==> config.mk <==
export PLATFORM = sky130hd
export DESIGN_NAME = shift_out_serial_8bit
export DESIGN_NICKNAME = d
export VERILOG_FILES = /design/src/rtl/shift_out_serial_8bit_pkg.sv /design/src/rtl/shift_out_serial_8bit_bit_timer.sv /design/src/rtl/shift_out_serial_8bit.sv
export SDC_FILE = /design/constraint.sdc
export NUM_CORES = 1
export LEC_CHECK = 0
export CORE_ASPECT_RATIO = 1.25
export CORE_MARGIN = 3
export CORE_UTILIZATION = 30
export DETAILED_ROUTE_END_ITERATION = 6
export PLACE_DENSITY = 0.45
export SLEW_MARGIN = 10
export SYNTH_ARGS = -nofsm -noshare
export SYNTH_HDL_FRONTEND = slang
export SYNTH_SLANG_ARGS = --single-unit
==> constraint.sdc <==
create_clock -name Clkbar -period 4.4 [get_ports Clkbar]
set_input_delay 0.88 -clock Clkbar [delete_from_list [all_inputs] [get_ports Clkbar]]
set_output_delay 0.88 -clock Clkbar [all_outputs]
set_load 0.03 [all_outputs]
==> src/rtl/shift_out_serial_8bit_pkg.sv <==
// Shared definitions for the serial byte shifter: FSM state encodings and default bit timing.
`ifndef SHIFT_OUT_SERIAL_8BIT_PKG_SV
`define SHIFT_OUT_SERIAL_8BIT_PKG_SV
package shift_out_serial_8bit_pkg;

  typedef enum logic [1:0] {
    IDLE  = 2'b00,
    START = 2'b01,
    DATA  = 2'b10,
    STOP  = 2'b11
  } state_t;

  localparam int CLKS_PER_BIT_DEFAULT = 4;
  localparam int NUM_DATA_BITS        = 8;

endpackage
`endif

==> src/rtl/shift_out_serial_8bit_bit_timer.sv <==
// Bit-period counter: counts 0..CLKS_PER_BIT-1 on the falling edge, tick marks the terminal count.
module bit_timer
  import shift_out_serial_8bit_pkg::*;
#(
  parameter int CLKS_PER_BIT = CLKS_PER_BIT_DEFAULT
) (
  input  logic Clkbar,
  input  logic Clrbar,
  input  logic restart,
  output logic tick
);

  localparam logic [7:0] LAST = 8'(CLKS_PER_BIT - 1);

  logic [7:0] cnt;

  always_ff @(negedge Clkbar or negedge Clrbar) begin
    if (!Clrbar) begin
      cnt <= '0;
    end else if (restart || (cnt == LAST)) begin
      cnt <= '0;
    end else begin
      cnt <= cnt + 8'd1;
    end
  end

  assign tick = (cnt == LAST);

endmodule

==> src/rtl/shift_out_serial_8bit.sv <==
// Serial byte transmitter: start bit, 8 data bits LSB first, stop bit; line idles high.
module shift_out_serial_8bit
  import shift_out_serial_8bit_pkg::*;
#(
  parameter int CLKS_PER_BIT = CLKS_PER_BIT_DEFAULT
) (
  input  logic       Clkbar,
  input  logic       Clrbar,
  input  logic [7:0] in,
  input  logic       Ldbar,
  output logic       Sout,
  output logic       Busy,
  output logic       Done
);

  state_t     state, state_nxt;
  logic [7:0] shreg, shreg_nxt;
  logic [3:0] bit_idx, bit_idx_nxt;
  logic       sout_nxt, busy_nxt, done_nxt;
  logic       restart, tick;

  // Timer is held at zero while idle so the load edge starts a clean start-bit period.
  assign restart = (state == IDLE);

  bit_timer #(
    .CLKS_PER_BIT(CLKS_PER_BIT)
  ) u_bit_timer (
    .Clkbar (Clkbar),
    .Clrbar (Clrbar),
    .restart(restart),
    .tick   (tick)
  );

  always_comb begin
    state_nxt   = state;
    shreg_nxt   = shreg;
    bit_idx_nxt = bit_idx;
    sout_nxt    = Sout;
    busy_nxt    = Busy;
    done_nxt    = 1'b0;
    case (state)
      IDLE: begin
        sout_nxt = 1'b1;
        busy_nxt = 1'b0;
        if (!Ldbar) begin
          shreg_nxt = in;
          state_nxt = START;
          sout_nxt  = 1'b0;
          busy_nxt  = 1'b1;
        end
      end
      START: begin
        if (tick) begin
          state_nxt   = DATA;
          sout_nxt    = shreg[0];
          shreg_nxt   = {1'b0, shreg[7:1]};
          bit_idx_nxt = 4'd0;
        end
      end
      DATA: begin
        // bit_idx names the bit currently on the line; the last one hands over to the stop bit.
        if (tick) begin
          if (bit_idx == 4'(NUM_DATA_BITS - 1)) begin
            state_nxt   = STOP;
            sout_nxt    = 1'b1;
            bit_idx_nxt = 4'd0;
          end else begin
            sout_nxt    = shreg[0];
            shreg_nxt   = {1'b0, shreg[7:1]};
            bit_idx_nxt = bit_idx + 4'd1;
          end
        end
      end
      STOP: begin
        if (tick) begin
          state_nxt = IDLE;
          busy_nxt  = 1'b0;
          done_nxt  = 1'b1;
        end
      end
      default: state_nxt = IDLE;
    endcase
  end

  always_ff @(negedge Clkbar or negedge Clrbar) begin
    if (!Clrbar) begin
      state   <= IDLE;
      shreg   <= '0;
      bit_idx <= '0;
      Sout    <= 1'b1;
      Busy    <= 1'b0;
      Done    <= 1'b0;
    end else begin
      state   <= state_nxt;
      shreg   <= shreg_nxt;
      bit_idx <= bit_idx_nxt;
      Sout    <= sout_nxt;
      Busy    <= busy_nxt;
      Done    <= done_nxt;
    end
  end

endmodule
==> results.yml, run 1 <==
critical_path:
  cp_data_arrival_time_ps: 3440
  slowest_delay_ps: 510
  crit_cells: 1
  r2r_setup_slack_ps: 2320
  critPathKind: "reg -> out"
  crit_family: "flip-flops"
  cp-start-kind: "flop"
  reg2reg_to: "shreg[7]"
  r2r_start: "u_bit_timer.cnt[0]"
  endpoint_kind: "primary output"
  worstSetupEndpoint: "Sout"
  path_cells: "dlygate4sd2_1"
  critical_path.slowest_cell: "dfstp_2"
  reg2reg_depth: 6
  crit_start: "Sout"
  path_max_fanout: 2
  crit_required_ps: 3520
  crit_buf_inv: 1
logic_synthesis:
  synth_fp_nets: 140
  yosys_warnings: 0
  ys_seq_area_share_pct: 46.3
  synth_area_leaders: "dfrtn_1 44%, mux2_2 11%, ha_1 7.4%"
  synthDistinctLibCells: 36
  yosys.area.top_type_share_pct: 44.4
  syn_area_sq_mm: 0.00135
  avgSynthCellArea_sq_um: 11.2
  synthCells: 121
  ys_seq_elements: 25
  yosysTopAreaCell: "dfrtn_1"
timing:
  finalSetupTns_ps: 0
  tightest_slew_ps: 450
  relSlewSlack_pct: 70.0
  worst_clock_skew_ps: 56.9
  rsz0062_at_grt: "no"
  timing_hold_violations_final: 0
  setup_viol: 0
  maxSlewViolCount: 0
  worst_slack_ps: 79.0
final_layout:
  postLayoutCellArea_sq_mm: 0.00161
  layout_commonest_cell: "dfrtn_1"
  layout.cells.non_filler: 193
  syn_to_final_growth_pct: 19.2
  diodes: 0
  drive_above_1_share_pct: 19.0
  final_cell_mix: "24 x dfrtn_1, 13 x mux2_2, 10 x clkdlybuf4s50_1"
  nets: 157
clock_tree:
  cts_resized: 3
  cts_buffer_depth: 2
  hold_buffers: 0
  postCtsSetupBuffers: 0
  clk_latency_ps: 340
  cts_tree: "built"
  numCtsBuffers: 3
  h-tree-depth: 1
  clock_sinks: 25
  cts_root_buf: "clkbuf_8"
  clk_pin_slew_ps: 60
drt:
  post_drt_wl_per_cell_microns: 13.6
  vias: 951
  route.detailed.drc: 0
  vias_per_cell: 4.93
  ant_nets: 0
  drt_pre_antenna_iters: 4
  drt_iter0_drc: 18
  drt-total-wl_mm: 2.62
floorplan:
  rows: 26
  die_h_microns: 81.1
  die_area_sq_mm: 0.00536
  die_w_microns: 66.1
  core_sq_mm: 0.00423
  ioPinCount: 14
  initial_utilization_pct: 32.0
placed_design:
  post-place-ws_ps: -119
  gp_congestion: 0.824
  dp_hpwl_mm: 1.95
  placed_cell_area_sq_mm: 0.00157
  dpl.cell_count: 189
  port_buffers: 13
global_route:
  grt-ovfl-total: 0
  grt_max_degree: 26
  grt.total_usage_pct: 11.8
  antenna_found_initial: 0
  grt_pass1_vias: 1034
  grt_pass1_wl_mm: 4.86
min_path:
  hp-class: "reg -> reg"
power:
  power_density_mw_per_mm2: 690
  ir_worst_vdd_mv: 0.359
  leakage_uw: 0.000718
  power_uw: 1110
job:
  max_cap_violations: 0
run_status:
  status: "finished clean"
[cell type report]
type,instances,area [sq um]
Clock inverter,1,3.75
Sequential cell,25,627
Multi-Input combinational cell,85,684
Fill cell,452,2620
Timing Repair Buffer,16,161
Inverter,6,22.5
Clock buffer,4,45.0
Tap cell,56,70.1
[cell usage after synthesis]
cell type / number
nor2b_1: 1
a221oi_1: 1
a21oi_1: 2
nor2_1: 4
and3_1: 2
o21ai_0: 6
nand4_1: 1
and2_2: 1
nor3_4: 1
nor4_4: 1
dfrtn_1: 24
nor3b_2: 1
buf_2: 1
nand2_1: 6
xnor2_1: 2
ha_1: 8
dfstp_2: 1
mux2i_1: 5
a211oi_1: 1
o2bb2ai_1: 1
nand3b_1: 1
and3_2: 1
nand3_1: 5
a22oi_1: 1
or4_1: 1
xor2_1: 4
and2_1: 1
mux2_2: 13
a32o_1: 1
o31ai_1: 2
o211ai_1: 1
nor3_1: 8
inv_1: 7
nor3b_1: 1
clkbuf_1: 3
a21oi_2: 1
[cell families after synthesis]
| family | after synthesis | synth area share [%] |
|---|---|---|
| AND/OR/NAND/NOR | 36 | 16.4 |
| AO/OA/AOI/OAI | 17 | 8.41 |
| multiplexers | 18 | 14.5 |
| adder cells (fa/ha/maj) | 8 | 7.39 |
| buffers and inverters | 11 | 3.14 |
| XOR/XNOR | 6 | 3.88 |
| flip-flops | 25 | 46.3 |
[where the power goes]
part / leakage, uW / internal (uW) / switching, uW / total (uW)
Clock: 0.0000281 / 66.1 / 75.2 / 141
Combinational: 0.000370 / 295 / 304 / 599
Sequential: 0.000320 / 321 / 51.9 / 373
Total: 0.000718 / 682 / 431 / 1110
[registers in the layout, summed over array words and instances, names as in the netlist]
| signal | count |
|---|---|
| state | 2 |
| bit_idx | 4 |
| Busy | 1 |
| Sout | 1 |
| u_bit_timer.cnt | 8 |
| Done | 1 |
| shreg | 8 |
[worst reg2reg max path: cells and delay by family (launching register included)]
kind / cells / cell delay [ps]
AO/OA/AOI/OAI: 1 / 170
adder cells (fa/ha/maj): 1 / 210
buffers and inverters: 1 / 150
flip-flops: 1 / 460
multiplexers: 1 / 330
AND/OR/NAND/NOR: 2 / 610
[through the flow]
stage               utilization [%]  hold WS (ps)
global placement               37.2           446
global route                   38.2           471
CTS                            38.2           457
detailed placement             37.2           456
finish                         38.2           453
floorplan                         -           435
[per-layer routing]
layer	vias up	global-route usage, %	part of all wire (%)
li1	463	-	-
met3	5	2.35	3.4
met4	0	5.49	2.1
met2	12	20.3	51
met1	471	14.0	43
met5	-	0	0
[how the worst min path moves through the flow]
stage / startpoint / endpoint / slack (ps) / cells past startpoint
2_1_floorplan: shreg[2] / shreg[2] / 440 / 1
3_3_place_gp: shreg[5] / shreg[5] / 450 / 1
3_5_place_dp: shreg[5] / shreg[5] / 460 / 1
4_1_cts: shreg[5] / shreg[5] / 460 / 1
5_1_grt: shreg[5] / shreg[5] / 470 / 1
6_report: shreg[6] / shreg[6] / 450 / 1
Power figures use the tool's default switching activity.
==> inputs of run 2 (changes only) <==
--- a/config.mk
+++ b/config.mk
@@ -5,12 +5,15 @@
 export SDC_FILE = /design/constraint.sdc
 export NUM_CORES = 1
 export LEC_CHECK = 0
+export CELL_PAD_IN_SITES_DETAIL_PLACEMENT = 1
+export CELL_PAD_IN_SITES_GLOBAL_PLACEMENT = 2
 export CORE_ASPECT_RATIO = 1.25
 export CORE_MARGIN = 3
 export CORE_UTILIZATION = 30
 export DETAILED_ROUTE_END_ITERATION = 6
-export PLACE_DENSITY = 0.45
+export PLACE_DENSITY = 0.63
 export SLEW_MARGIN = 10
 export SYNTH_ARGS = -nofsm -noshare
 export SYNTH_HDL_FRONTEND = slang
 export SYNTH_SLANG_ARGS = --single-unit
+export TNS_END_PERCENT = 50
==> run 2 against run 1 <==
Die area unchanged. Utilization increased by 0.12 points. Register-to-register slack improved by 20 ps. First-iteration DRC count decreased by 5.6%. Sequential share of layout area decreased by 0.12 points. Highest routed layer unchanged. Worst hold slack got worse by 2.3 ps. Non-clock buffer count unchanged. Final area increased by 0.31%. Clock power increased by 8%. Count of clock-buffer cells in the layout decreased by 1. Critical path depth unchanged. Flip-flop and latch count unchanged.
==> results.yml, run 2 (synthesis results as in run 1) <==
run_status:
  status: "finished clean"
timing:
  maxSlewViolCount: 0
  finalSetupTns_ps: 0
  tightest_slew_ps: 458
  rsz0062_at_grt: "no"
  timing_hold_violations_final: 0
  hold_ws_ps: 450
  worst_slack_ps: 81.2
  relSlewSlack_pct: 69.4
  setup_viol: 0
  worst_clock_skew_ps: 54.9
critical_path:
  cp_data_arrival_time_ps: 3440
  cp-start-kind: "flop"
  crit_cells: 1
  crit_buf_inv: 1
  critPathKind: "reg -> out"
  critical_path.slowest_cell: "dfstp_2"
  endpoint_kind: "primary output"
  path_max_fanout: 2
  crit_family: "flip-flops"
  slowest_delay_ps: 510
  reg2reg_depth: 6
  path_cells: "dlygate4sd2_1"
  crit_required_ps: 3520
placed_design:
  dp_hpwl_mm: 2.10
  gp_congestion: 0.820
  placed_cell_area_sq_mm: 0.00157
  post-place-ws_ps: -112
  port_buffers: 13
  dpl.cell_count: 189
global_route:
  antenna_found_initial: 0
  grt_pass1_vias: 1048
  grt_max_degree: 26
  grt-ovfl-total: 0
  grt_pass1_wl_mm: 5.13
  grt.total_usage_pct: 12.4
drt:
  drt_iter0_drc: 17
  drt_pre_antenna_iters: 2
  post_drt_wl_per_cell_microns: 14.7
  route.detailed.drc: 0
  vias: 947
  drt-total-wl_mm: 2.84
  ant_nets: 0
  vias_per_cell: 4.91
power:
  power_density_mw_per_mm2: 699
  ir_worst_vdd_mv: 0.293
  leakage_uw: 0.000721
floorplan:
  rows: 26
  die_area_sq_mm: 0.00536
  die_h_microns: 81.1
  die_w_microns: 66.1
  ioPinCount: 14
  core_sq_mm: 0.00423
  initial_utilization_pct: 32.0
clock_tree:
  cts_root_buf: "clkbuf_8"
  clk_pin_slew_ps: 60
  cts_resized: 3
  postCtsSetupBuffers: 0
  clk_latency_ps: 330
  hold_buffers: 0
  h-tree-depth: 1
  cts_tree: "built"
  numCtsBuffers: 3
  clock_sinks: 25
  cts_buffer_depth: 2
final_layout:
  layout.cells.non_filler: 193
  drive_above_1_share_pct: 19.7
  fill_cells: 477
  nets: 157
  final_cell_mix: "24 x dfrtn_1, 13 x mux2_2, 10 x clkdlybuf4s50_1"
  diodes: 0
  postLayoutCellArea_sq_mm: 0.00162
  layout_commonest_cell: "dfrtn_1"
  syn_to_final_growth_pct: 19.6
  top_regs: "shreg x8, u_bit_timer.cnt x8, bit_idx x4"
job:
  max_cap_violations: 0
min_path:
  worstHoldPathCells: 1
  hp-class: "reg -> reg"
-- run 2: per-stage QoR --
| step | utilization (%) | power [uW] |
|---|---|---|
| floorplan | - | 818 |
| global placement | 37.2 | 988 |
| detailed placement | 37.2 | 1010 |
| CTS | 38.3 | 1160 |
| global route | 38.3 | 1240 |
| finish | 38.3 | 1130 |
-- run 2: per-layer routing --
layer	GRT usage, %	routed length (microns)	vias up	share of wire (%)
li1	-	-	462	-
met1	15.5	1320	469	47
met2	21.3	1410	11	50
met3	1.94	61	5	2.2
met4	4.67	41	0	1.4
met5	0	0	-	0
-- run 2: path summary, 6_finish.rpt --
check	startpoint	to	slack [ps]
worst max-delay path	Sout	Sout	80
worst min-delay path	shreg[3]	shreg[3]	450
worst max register to register	u_bit_timer.cnt[0]	shreg[4]	2340
worst min register to register	shreg[3]	shreg[3]	450
max in group asynchronous	Clrbar	Sout	980
min in group asynchronous	Clrbar	u_bit_timer.cnt[3]	3040
-- run 2: power breakdown --
| part | switching, uW | total (uW) | internal [uW] | leakage (uW) |
|---|---|---|---|---|
| combinational | 310 | 606 | 295 | 0.000370 |
| sequential | 53.3 | 375 | 321 | 0.000320 |
| clock | 83.8 | 152 | 67.7 | 0.0000314 |
| total | 448 | 1130 | 684 | 0.000721 |
-- run 2: area by class of cell --
class                   instances  area [sq um]  area share (%)
well taps                      56          70.1            4.33
clock buffers                   3          41.3            2.55
clock inverters                 2          12.5           0.773
multi-input cells              85           684            42.3
inverters                       6          22.5            1.39
repair buffers                 16           161            9.97
flip-flops and latches         25           627            38.7
==> inputs of run 3 (changes only) <==
--- a/config.mk
+++ b/config.mk
@@ -5,13 +5,11 @@
 export SDC_FILE = /design/constraint.sdc
 export NUM_CORES = 1
 export LEC_CHECK = 0
-export CELL_PAD_IN_SITES_DETAIL_PLACEMENT = 1
-export CELL_PAD_IN_SITES_GLOBAL_PLACEMENT = 2
 export CORE_ASPECT_RATIO = 1.25
 export CORE_MARGIN = 3
 export CORE_UTILIZATION = 30
 export DETAILED_ROUTE_END_ITERATION = 6
-export PLACE_DENSITY = 0.63
+export PLACE_DENSITY = 0.45
 export SLEW_MARGIN = 10
 export SYNTH_ARGS = -nofsm -noshare
 export SYNTH_HDL_FRONTEND = slang
==> results of run 3 <==
Same layout as run 1: the final DEF is identical, and so are final timing and power.
